## src/rtl/fdu_pkg.sv

```systemverilog
// Shared constants for the multi-channel fault-detection unit: prime FSM encoding,
// default parameter values and the lowest-set-bit picker used for prime selection.
package fdu_pkg;

  localparam logic [1:0] ST_INIT   = 2'b00;
  localparam logic [1:0] ST_ACTIVE = 2'b01;
  localparam logic [1:0] ST_NONE   = 2'b10;

  localparam int DEF_N_CH      = 4;
  localparam int DEF_HB_W      = 3;
  localparam int DEF_WD_LIMIT  = 1000000;
  localparam int DEF_RECOVER_N = 4;
  localparam int DEF_POR_LEN   = 50000000;
  localparam int DEF_TIMEOUT   = 250000000;

  typedef struct packed {
    logic       found;
    logic [2:0] idx;
  } pick_t;

  // Lowest-index set bit of a channel vector (up to 8 channels).
  function automatic pick_t lowest_set(input logic [7:0] vec);
    pick_t res;
    res.found = 1'b0;
    res.idx   = 3'd0;
    for (int i = 7; i >= 0; i--) begin
      if (vec[i]) begin
        res.found = 1'b1;
        res.idx   = 3'(i);
      end else begin
        res = res;
      end
    end
    return res;
  endfunction

endpackage

```

## src/rtl/hb_monitor.sv

```systemverilog
// One heartbeat channel: input synchroniser, activity detection, watchdog,
// recovery counting and the power-on-reset pulse issued after a health loss.
module hb_monitor
  import fdu_pkg::*;
#(
  parameter int HB_W      = DEF_HB_W,
  parameter int WD_LIMIT  = DEF_WD_LIMIT,
  parameter int RECOVER_N = DEF_RECOVER_N,
  parameter int POR_LEN   = DEF_POR_LEN
) (
  input  logic            clk,
  input  logic            reset,
  input  logic [HB_W-1:0] hb,
  input  logic            error,
  output logic            health,
  output logic            por
);

  localparam int WD_W  = $clog2(WD_LIMIT + 1);
  localparam int REC_W = $clog2(RECOVER_N + 1);
  localparam int POR_W = $clog2(POR_LEN + 1);

  logic [HB_W-1:0]  sync1_r, sync2_r, prev_r;
  logic [WD_W-1:0]  wd_cnt_r;
  logic [REC_W-1:0] rec_cnt_r;
  logic [REC_W-1:0] rec_base_s;
  logic [POR_W-1:0] por_cnt_r;
  logic             health_r, health_d_r, por_r;
  logic             activity_s, wd_expired_s;

  assign activity_s   = (sync2_r != prev_r) && !error;
  assign wd_expired_s = (wd_cnt_r == WD_W'(WD_LIMIT));
  // A gap that let the watchdog expire restarts the recovery sequence.
  assign rec_base_s   = wd_expired_s ? {REC_W{1'b0}} : rec_cnt_r;

  // Two-flop synchroniser plus previous sample for change detection.
  always_ff @(posedge clk or posedge reset) begin
    if (reset) begin
      sync1_r <= {HB_W{1'b0}};
      sync2_r <= {HB_W{1'b0}};
      prev_r  <= {HB_W{1'b0}};
    end else begin
      sync1_r <= hb;
      sync2_r <= sync1_r;
      prev_r  <= sync2_r;
    end
  end

  // Watchdog, recovery counter and health flag; all frozen while por is active.
  always_ff @(posedge clk or posedge reset) begin
    if (reset) begin
      wd_cnt_r   <= {WD_W{1'b0}};
      rec_cnt_r  <= {REC_W{1'b0}};
      health_r   <= 1'b0;
      health_d_r <= 1'b0;
    end else begin
      health_d_r <= health_r;
      if (por_r) begin
        wd_cnt_r  <= {WD_W{1'b0}};
        rec_cnt_r <= {REC_W{1'b0}};
        health_r  <= 1'b0;
      end else begin
        if (activity_s) begin
          wd_cnt_r <= {WD_W{1'b0}};
        end else if (!wd_expired_s) begin
          wd_cnt_r <= wd_cnt_r + WD_W'(1);
        end else begin
          wd_cnt_r <= wd_cnt_r;
        end
        if (health_r) begin
          rec_cnt_r <= {REC_W{1'b0}};
          health_r  <= !wd_expired_s;
        end else if (activity_s) begin
          if (rec_base_s == REC_W'(RECOVER_N - 1)) begin
            rec_cnt_r <= {REC_W{1'b0}};
            health_r  <= 1'b1;
          end else begin
            rec_cnt_r <= rec_base_s + REC_W'(1);
            health_r  <= 1'b0;
          end
        end else begin
          rec_cnt_r <= rec_base_s;
          health_r  <= 1'b0;
        end
      end
    end
  end

  // Por pulse of POR_LEN cycles, launched the cycle after health drops.
  always_ff @(posedge clk or posedge reset) begin
    if (reset) begin
      por_r     <= 1'b0;
      por_cnt_r <= {POR_W{1'b0}};
    end else if (por_r) begin
      if (por_cnt_r == {POR_W{1'b0}}) begin
        por_r <= 1'b0;
      end else begin
        por_cnt_r <= por_cnt_r - POR_W'(1);
      end
    end else if (health_d_r && !health_r) begin
      por_r     <= 1'b1;
      por_cnt_r <= POR_W'(POR_LEN - 1);
    end else begin
      por_r     <= 1'b0;
      por_cnt_r <= por_cnt_r;
    end
  end

  assign health = health_r;
  assign por    = por_r;

endmodule

```

## src/rtl/fdu_nchan.sv

```systemverilog
// N-channel fault-detection unit: per-channel heartbeat monitors feeding a prime
// selector that keeps one healthy channel marked as prime and counts switches.
module fdu_nchan
  import fdu_pkg::*;
#(
  parameter int N_CH      = DEF_N_CH,
  parameter int HB_W      = DEF_HB_W,
  parameter int WD_LIMIT  = DEF_WD_LIMIT,
  parameter int RECOVER_N = DEF_RECOVER_N,
  parameter int POR_LEN   = DEF_POR_LEN,
  parameter int TIMEOUT   = DEF_TIMEOUT
) (
  input  logic                    clk,
  input  logic                    reset,
  input  logic [N_CH*HB_W-1:0]    hb,
  input  logic [N_CH-1:0]         error,
  output logic [N_CH-1:0]         health,
  output logic [N_CH-1:0]         por,
  output logic [N_CH-1:0]         prime,
  output logic                    prime_valid,
  output logic [$clog2(N_CH)-1:0] prime_idx,
  output logic [15:0]             switch_cnt
);

  localparam int IDX_W = $clog2(N_CH);
  localparam int TO_W  = $clog2(TIMEOUT + 1);

  logic [N_CH-1:0]  health_bus;
  logic [7:0]       health_ext_s, others_s;
  pick_t            any_pick_s, other_pick_s;
  logic [TO_W-1:0]  to_cnt_r;
  logic             to_reached_r;
  logic [1:0]       state_r, state_nx;
  logic             valid_r, valid_nx;
  logic [IDX_W-1:0] idx_r, idx_nx;
  logic [N_CH-1:0]  prime_r, prime_nx;
  logic [15:0]      switch_cnt_r;

  for (genvar g = 0; g < N_CH; g++) begin : g_mon
    hb_monitor #(
      .HB_W      (HB_W),
      .WD_LIMIT  (WD_LIMIT),
      .RECOVER_N (RECOVER_N),
      .POR_LEN   (POR_LEN)
    ) u_mon (
      .clk    (clk),
      .reset  (reset),
      .hb     (hb[g*HB_W +: HB_W]),
      .error  (error[g]),
      .health (health_bus[g]),
      .por    (por[g])
    );
  end

  assign health_ext_s = 8'(health_bus);
  assign others_s     = health_ext_s & ~(8'd1 << idx_r);
  assign any_pick_s   = lowest_set(health_ext_s);
  assign other_pick_s = lowest_set(others_s);

  // Startup window; only channel 0 may claim prime until it expires.
  always_ff @(posedge clk or posedge reset) begin
    if (reset) begin
      to_cnt_r     <= {TO_W{1'b0}};
      to_reached_r <= 1'b0;
    end else if (!to_reached_r) begin
      if (to_cnt_r == TO_W'(TIMEOUT - 1)) begin
        to_reached_r <= 1'b1;
      end else begin
        to_cnt_r <= to_cnt_r + TO_W'(1);
      end
    end else begin
      to_reached_r <= 1'b1;
    end
  end

  // Prime selection; an established prime is never preempted while healthy.
  always_comb begin
    state_nx = state_r;
    valid_nx = valid_r;
    idx_nx   = idx_r;
    case (state_r)
      ST_INIT: begin
        if (health_bus[0]) begin
          state_nx = ST_ACTIVE;
          valid_nx = 1'b1;
          idx_nx   = {IDX_W{1'b0}};
        end else if (to_reached_r && any_pick_s.found) begin
          state_nx = ST_ACTIVE;
          valid_nx = 1'b1;
          idx_nx   = IDX_W'(any_pick_s.idx);
        end else begin
          state_nx = ST_INIT;
        end
      end
      ST_ACTIVE: begin
        if (health_bus[idx_r]) begin
          state_nx = ST_ACTIVE;
        end else if (other_pick_s.found) begin
          idx_nx = IDX_W'(other_pick_s.idx);
        end else begin
          state_nx = ST_NONE;
          valid_nx = 1'b0;
          idx_nx   = {IDX_W{1'b0}};
        end
      end
      ST_NONE: begin
        if (any_pick_s.found) begin
          state_nx = ST_ACTIVE;
          valid_nx = 1'b1;
          idx_nx   = IDX_W'(any_pick_s.idx);
        end else begin
          state_nx = ST_NONE;
        end
      end
      default: begin
        state_nx = ST_INIT;
        valid_nx = 1'b0;
        idx_nx   = {IDX_W{1'b0}};
      end
    endcase
  end

  // One-hot prime vector derived from the next selection.
  always_comb begin
    prime_nx = {N_CH{1'b0}};
    if (valid_nx) begin
      prime_nx = N_CH'(1'b1) << idx_nx;
    end else begin
      prime_nx = {N_CH{1'b0}};
    end
  end

  // Registered prime outputs and saturating switch counter.
  always_ff @(posedge clk or posedge reset) begin
    if (reset) begin
      state_r      <= ST_INIT;
      valid_r      <= 1'b0;
      idx_r        <= {IDX_W{1'b0}};
      prime_r      <= {N_CH{1'b0}};
      switch_cnt_r <= 16'h0000;
    end else begin
      state_r <= state_nx;
      valid_r <= valid_nx;
      idx_r   <= idx_nx;
      prime_r <= prime_nx;
      if ((prime_nx != prime_r) && (switch_cnt_r != 16'hFFFF)) begin
        switch_cnt_r <= switch_cnt_r + 16'd1;
      end else begin
        switch_cnt_r <= switch_cnt_r;
      end
    end
  end

  assign health      = health_bus;
  assign prime       = prime_r;
  assign prime_valid = valid_r;
  assign prime_idx   = idx_r;
  assign switch_cnt  = switch_cnt_r;

endmodule

```

## config.mk

```make
export PLATFORM = sky130hd
export DESIGN_NAME = fdu_nchan
export DESIGN_NICKNAME = d
export VERILOG_FILES = /design/src/rtl/fdu_pkg.sv /design/src/rtl/hb_monitor.sv /design/src/rtl/fdu_nchan.sv
export SDC_FILE = /design/constraint.sdc
export NUM_CORES = 1
export LEC_CHECK = 0
export CAP_MARGIN = 25
export CORE_MARGIN = 3
export CORE_UTILIZATION = 55
export DETAILED_ROUTE_END_ITERATION = 16
export PLACE_DENSITY = 0.74
export SLEW_MARGIN = 15
export SYNTH_ARGS = -nofsm -noshare
export SYNTH_HDL_FRONTEND = slang
export SYNTH_SLANG_ARGS = --single-unit
```

## constraint.sdc

```tcl
create_clock -name clk -period 23.6 [get_ports clk]
set_input_delay 3.54 -clock clk [delete_from_list [all_inputs] [get_ports clk]]
set_output_delay 3.54 -clock clk [all_outputs]
set_load 0.02 [all_outputs]
```

==> summary.txt <==
Synth
  • EDFF count, synth: 0
  • Seq/Total Area, Yosys: 53.66%
  • Syn Nets: 1,416
  • Synthesized area: 0.01390 mm^2
  • Asr flop ratio synth: 100.0%
  • Top_reg_cell synth: dfrtp_1
  • Post-synth top area share: 53.66%
  • Average cell area after synthesis: 10.07 um^2
  • Synth Register Bits: 298
  • Synth warn: 0
  • Gate Count Post-Synth: 1,380
  • Area leader, netlist: dfrtp_1
  • Top cells by area, synth: dfrtp_1 54%, xnor2_1 5.9%, xor2_1 5.9%, nor2_1 5.5%, nand2_1 3.8%
  • Synth cell types: 73

Final layout
  • Layout fillers: 1,955
  • Commonest non-fill, non-tap cell in the layout: dfrtp_1
  • Share of layout cells above drive strength 1: 6.768%
  • Final Util: 64.07%
  • Final net count: 1,460
  • Layout area overhead: 13.43%
  • Diode count: 0
  • Most frequent cells in the layout: 298 x dfrtp_1, 202 x nor2_1, 141 x nand2_1

Setup path
  • CP arrival: 2.02 ns
  • Crit Path Max Fanout: 16
  • Reg2reg end: switch_cnt[14]
  • Critical-path top delay cell: dfrtp_1
  • Flop2flop setup slack: 20.34 ns
  • CP Launch Point: g_mon[2].u_mon.health
  • Worst path cell trace: clkdlybuf4s50_1
  • Worst r2r path cells: 10
  • Reg-to-Reg Start: g_mon[2].u_mon.health
  • Slowest cell delay on critical path: 0.74 ns
  • Critical Path RT: 20.06 ns
  • Critical Path Start Type: flip-flop
  • Critical Path End Type: primary output
  • CP Buf/Inv Count: 1
  • Worst path top cell family by delay: flip-flops
  • Crit. path cell count: 1
  • CP endpoint: health[2]
  • CP Class: flip-flop to primary output

Die
  • Die Height: 165.0 um
  • Chip width: 165.0 um
  • Core Region: 0.02460 mm^2
  • Starting Density: 56.49%
  • Row count: 57
  • Total die area: 0.02721 mm^2
  • Ports: 49

Clock tree
  • Root Driver: clkbuf_16
  • Setup bufs post-CTS: 0
  • Clock sinks: 298
  • CTS H-tree lvls: 1
  • Post-CTS Resized: 0
  • CTS tree: yes
  • Num CTS Buffers: 31
  • CTS Buffer Depth: 3
  • Skew-Pair Late Insertion Delay: 0.56 ns
  • Hold-fix buffers, CTS: 0
  • Worst-path clk slew: 0.06 ns

Timing
  • Final setup fails: 0
  • RSZ-0062 raised after global routing: false
  • Setup TNS: 0 ns
  • Fin crit share: 23.57%
  • Final Slew Violations: 0
  • Final period demand of the worst path: 5.564 ns
  • Maximum clock rate: 179.7 MHz
  • Slew margin rel.: 38.08%
  • Layout Skew: 0.007682 ns
  • Worst slew pin tran: 0.9288 ns
  • Final hold vios: 0

Power
  • Peak supply drop: 0.06359 mV
  • Flop pwr share: 46.0%
  • P_leak: 6.751 nW
  • Sw Pwr: 501.8 uW
  • Pwr per Cell Area: 100.8 mW/mm^2
  • Gate power share: 21.5%
  • Int Power: 1.087 mW
  • Sw Share: 31.59%
  • Power share of the clock group: 32.5%

Global routing
  • Initial antenna violation count: 0
  • Layer carrying the most global-route usage: met2
  • GRT met1 Usage: 26.74%
  • Met2 usage: 32.35%
  • Total track usage: 19.28%
  • Grt met3 use: 3.060%
  • Vias in the first global route: 9,821
  • First-pass GRT wire length: 44,590 um
  • Pin count of the biggest net entering global routing: 150
  • GRT overflow: 0

Placement
  • Post-DP HPWL: 16,200 um
  • Gp weighted congestion: 0.8191
  • Port bufs: 48

Routing
  • Vias per inst: 5.481
  • Routed Antenna Nets: 0
  • 1st-iter DRT viols: 534
  • DRC Markers: 0
  • DRT Pass-1 Iters: 4
  • Avg WL per Cell: 14.21 um
  • Via count: 9,712
  • Final WL: 25,180 um

Worst hold path
  • HP Class: flip-flop to flip-flop

Outcome
  • Status: finished, final reports clean

Run
  • Max-cap violations: 0
==> through the flow <==
stage	hold WS, ns	power [mW]	setup WS (ns)	area (um^2)	std cells
floorplan	0.3312	0.9822	11.83	13900	1380
global placement	0.3315	1.060	17.70	14620	1713
detailed placement	0.3402	1.074	17.74	14620	1713
CTS	0.3553	1.600	18.00	15730	1770
global route	0.3568	1.689	17.91	15770	1772
finish	0.3502	1.588	18.04	15770	1772
==> registers in the layout, summed over array words and instances, names as in the netlist <==
name and count:
g_mon.u_mon.wd_cnt_r 80, state_r 2, prime_idx 2, to_reached_r 1
prime 4, g_mon.u_mon.por_cnt_r 104, g_mon.u_mon.rec_cnt_r 12, g_mon.u_mon.por 4
g_mon.u_mon.sync2_r 12, prime_valid 1, switch_cnt 16, g_mon.u_mon.health_d_r 4
g_mon.u_mon.health 4, g_mon.u_mon.prev_r 12, to_cnt_r 28, g_mon.u_mon.sync1_r 12
==> logic make-up (layout without fill, tap and decap cells) <==
family / after synthesis / count (layout) / share of synthesized area (%)
buffers and inverters: 78 / 146 / 2.341
multiplexers: 10 / 10 / 0.7562
AND/OR/NAND/NOR: 658 / 658 / 23.65
flip-flops: 298 / 298 / 53.66
adder cells (fa/ha/maj): 18 / 18 / 1.620
AO/OA/AOI/OAI: 131 / 131 / 6.194
XOR/XNOR: 187 / 187 / 11.78
==> worst min-delay path by stage <==
stage	from	end	slack (ns)	cells past startpoint
final	g_mon[1].u_mon.sync1_r[0]	g_mon[1].u_mon.sync2_r[0]	0.35	0
after global routing	g_mon[3].u_mon.sync1_r[1]	g_mon[3].u_mon.sync2_r[1]	0.36	0
after CTS	g_mon[3].u_mon.sync1_r[1]	g_mon[3].u_mon.sync2_r[1]	0.36	0
after detailed placement	g_mon[0].u_mon.sync1_r[0]	g_mon[0].u_mon.sync2_r[0]	0.34	0
after global placement	g_mon[2].u_mon.sync1_r[0]	g_mon[2].u_mon.sync2_r[0]	0.33	0
after floorplan	g_mon[0].u_mon.sync1_r[0]	g_mon[0].u_mon.sync2_r[0]	0.33	0
==> layout make-up <==
cell class	count	area, um^2	share of cell area (%)
sequential	298	7457	47.30
multi-input combinational	1004	6116	38.79
clock buffer	38	862.1	5.468
timing repair buffer	52	530.5	3.365
tap	324	405.4	2.571
clock inverter	19	247.7	1.571
inverter	37	146.4	0.9286
==> synthesized netlist by cell type (all sizes together), types with 18 or more instances <==
master  number
nand3       62
xnor2       94
a21oi       38
nor4        28
ha          18
xor2        93
nor3        45
clkbuf      29
o21ai       37
and2        19
nand2      142
and3        22
nand4       25
inv         37
or3         29
dfrtp      298
nor2       203
==> power by group through the flow <==
stage | combinational [mW] | clock, mW | sequential [mW]
2_1_floorplan | 0.270 | 0 | 0.712
3_3_place_gp | 0.327 | 0 | 0.733
3_5_place_dp | 0.339 | 0 | 0.735
4_1_cts | 0.342 | 0.528 | 0.730
5_1_grt | 0.389 | 0.550 | 0.750
6_report | 0.341 | 0.516 | 0.731
==> metal layers <==
layer | share of wire [%] | vias up
met5 | 0 | -
met4 | 1.6 | 0
met3 | 2.9 | 29
met2 | 48 | 107
met1 | 47 | 4762
li1 | - | 4814
Power figures use the tool's default switching activity.
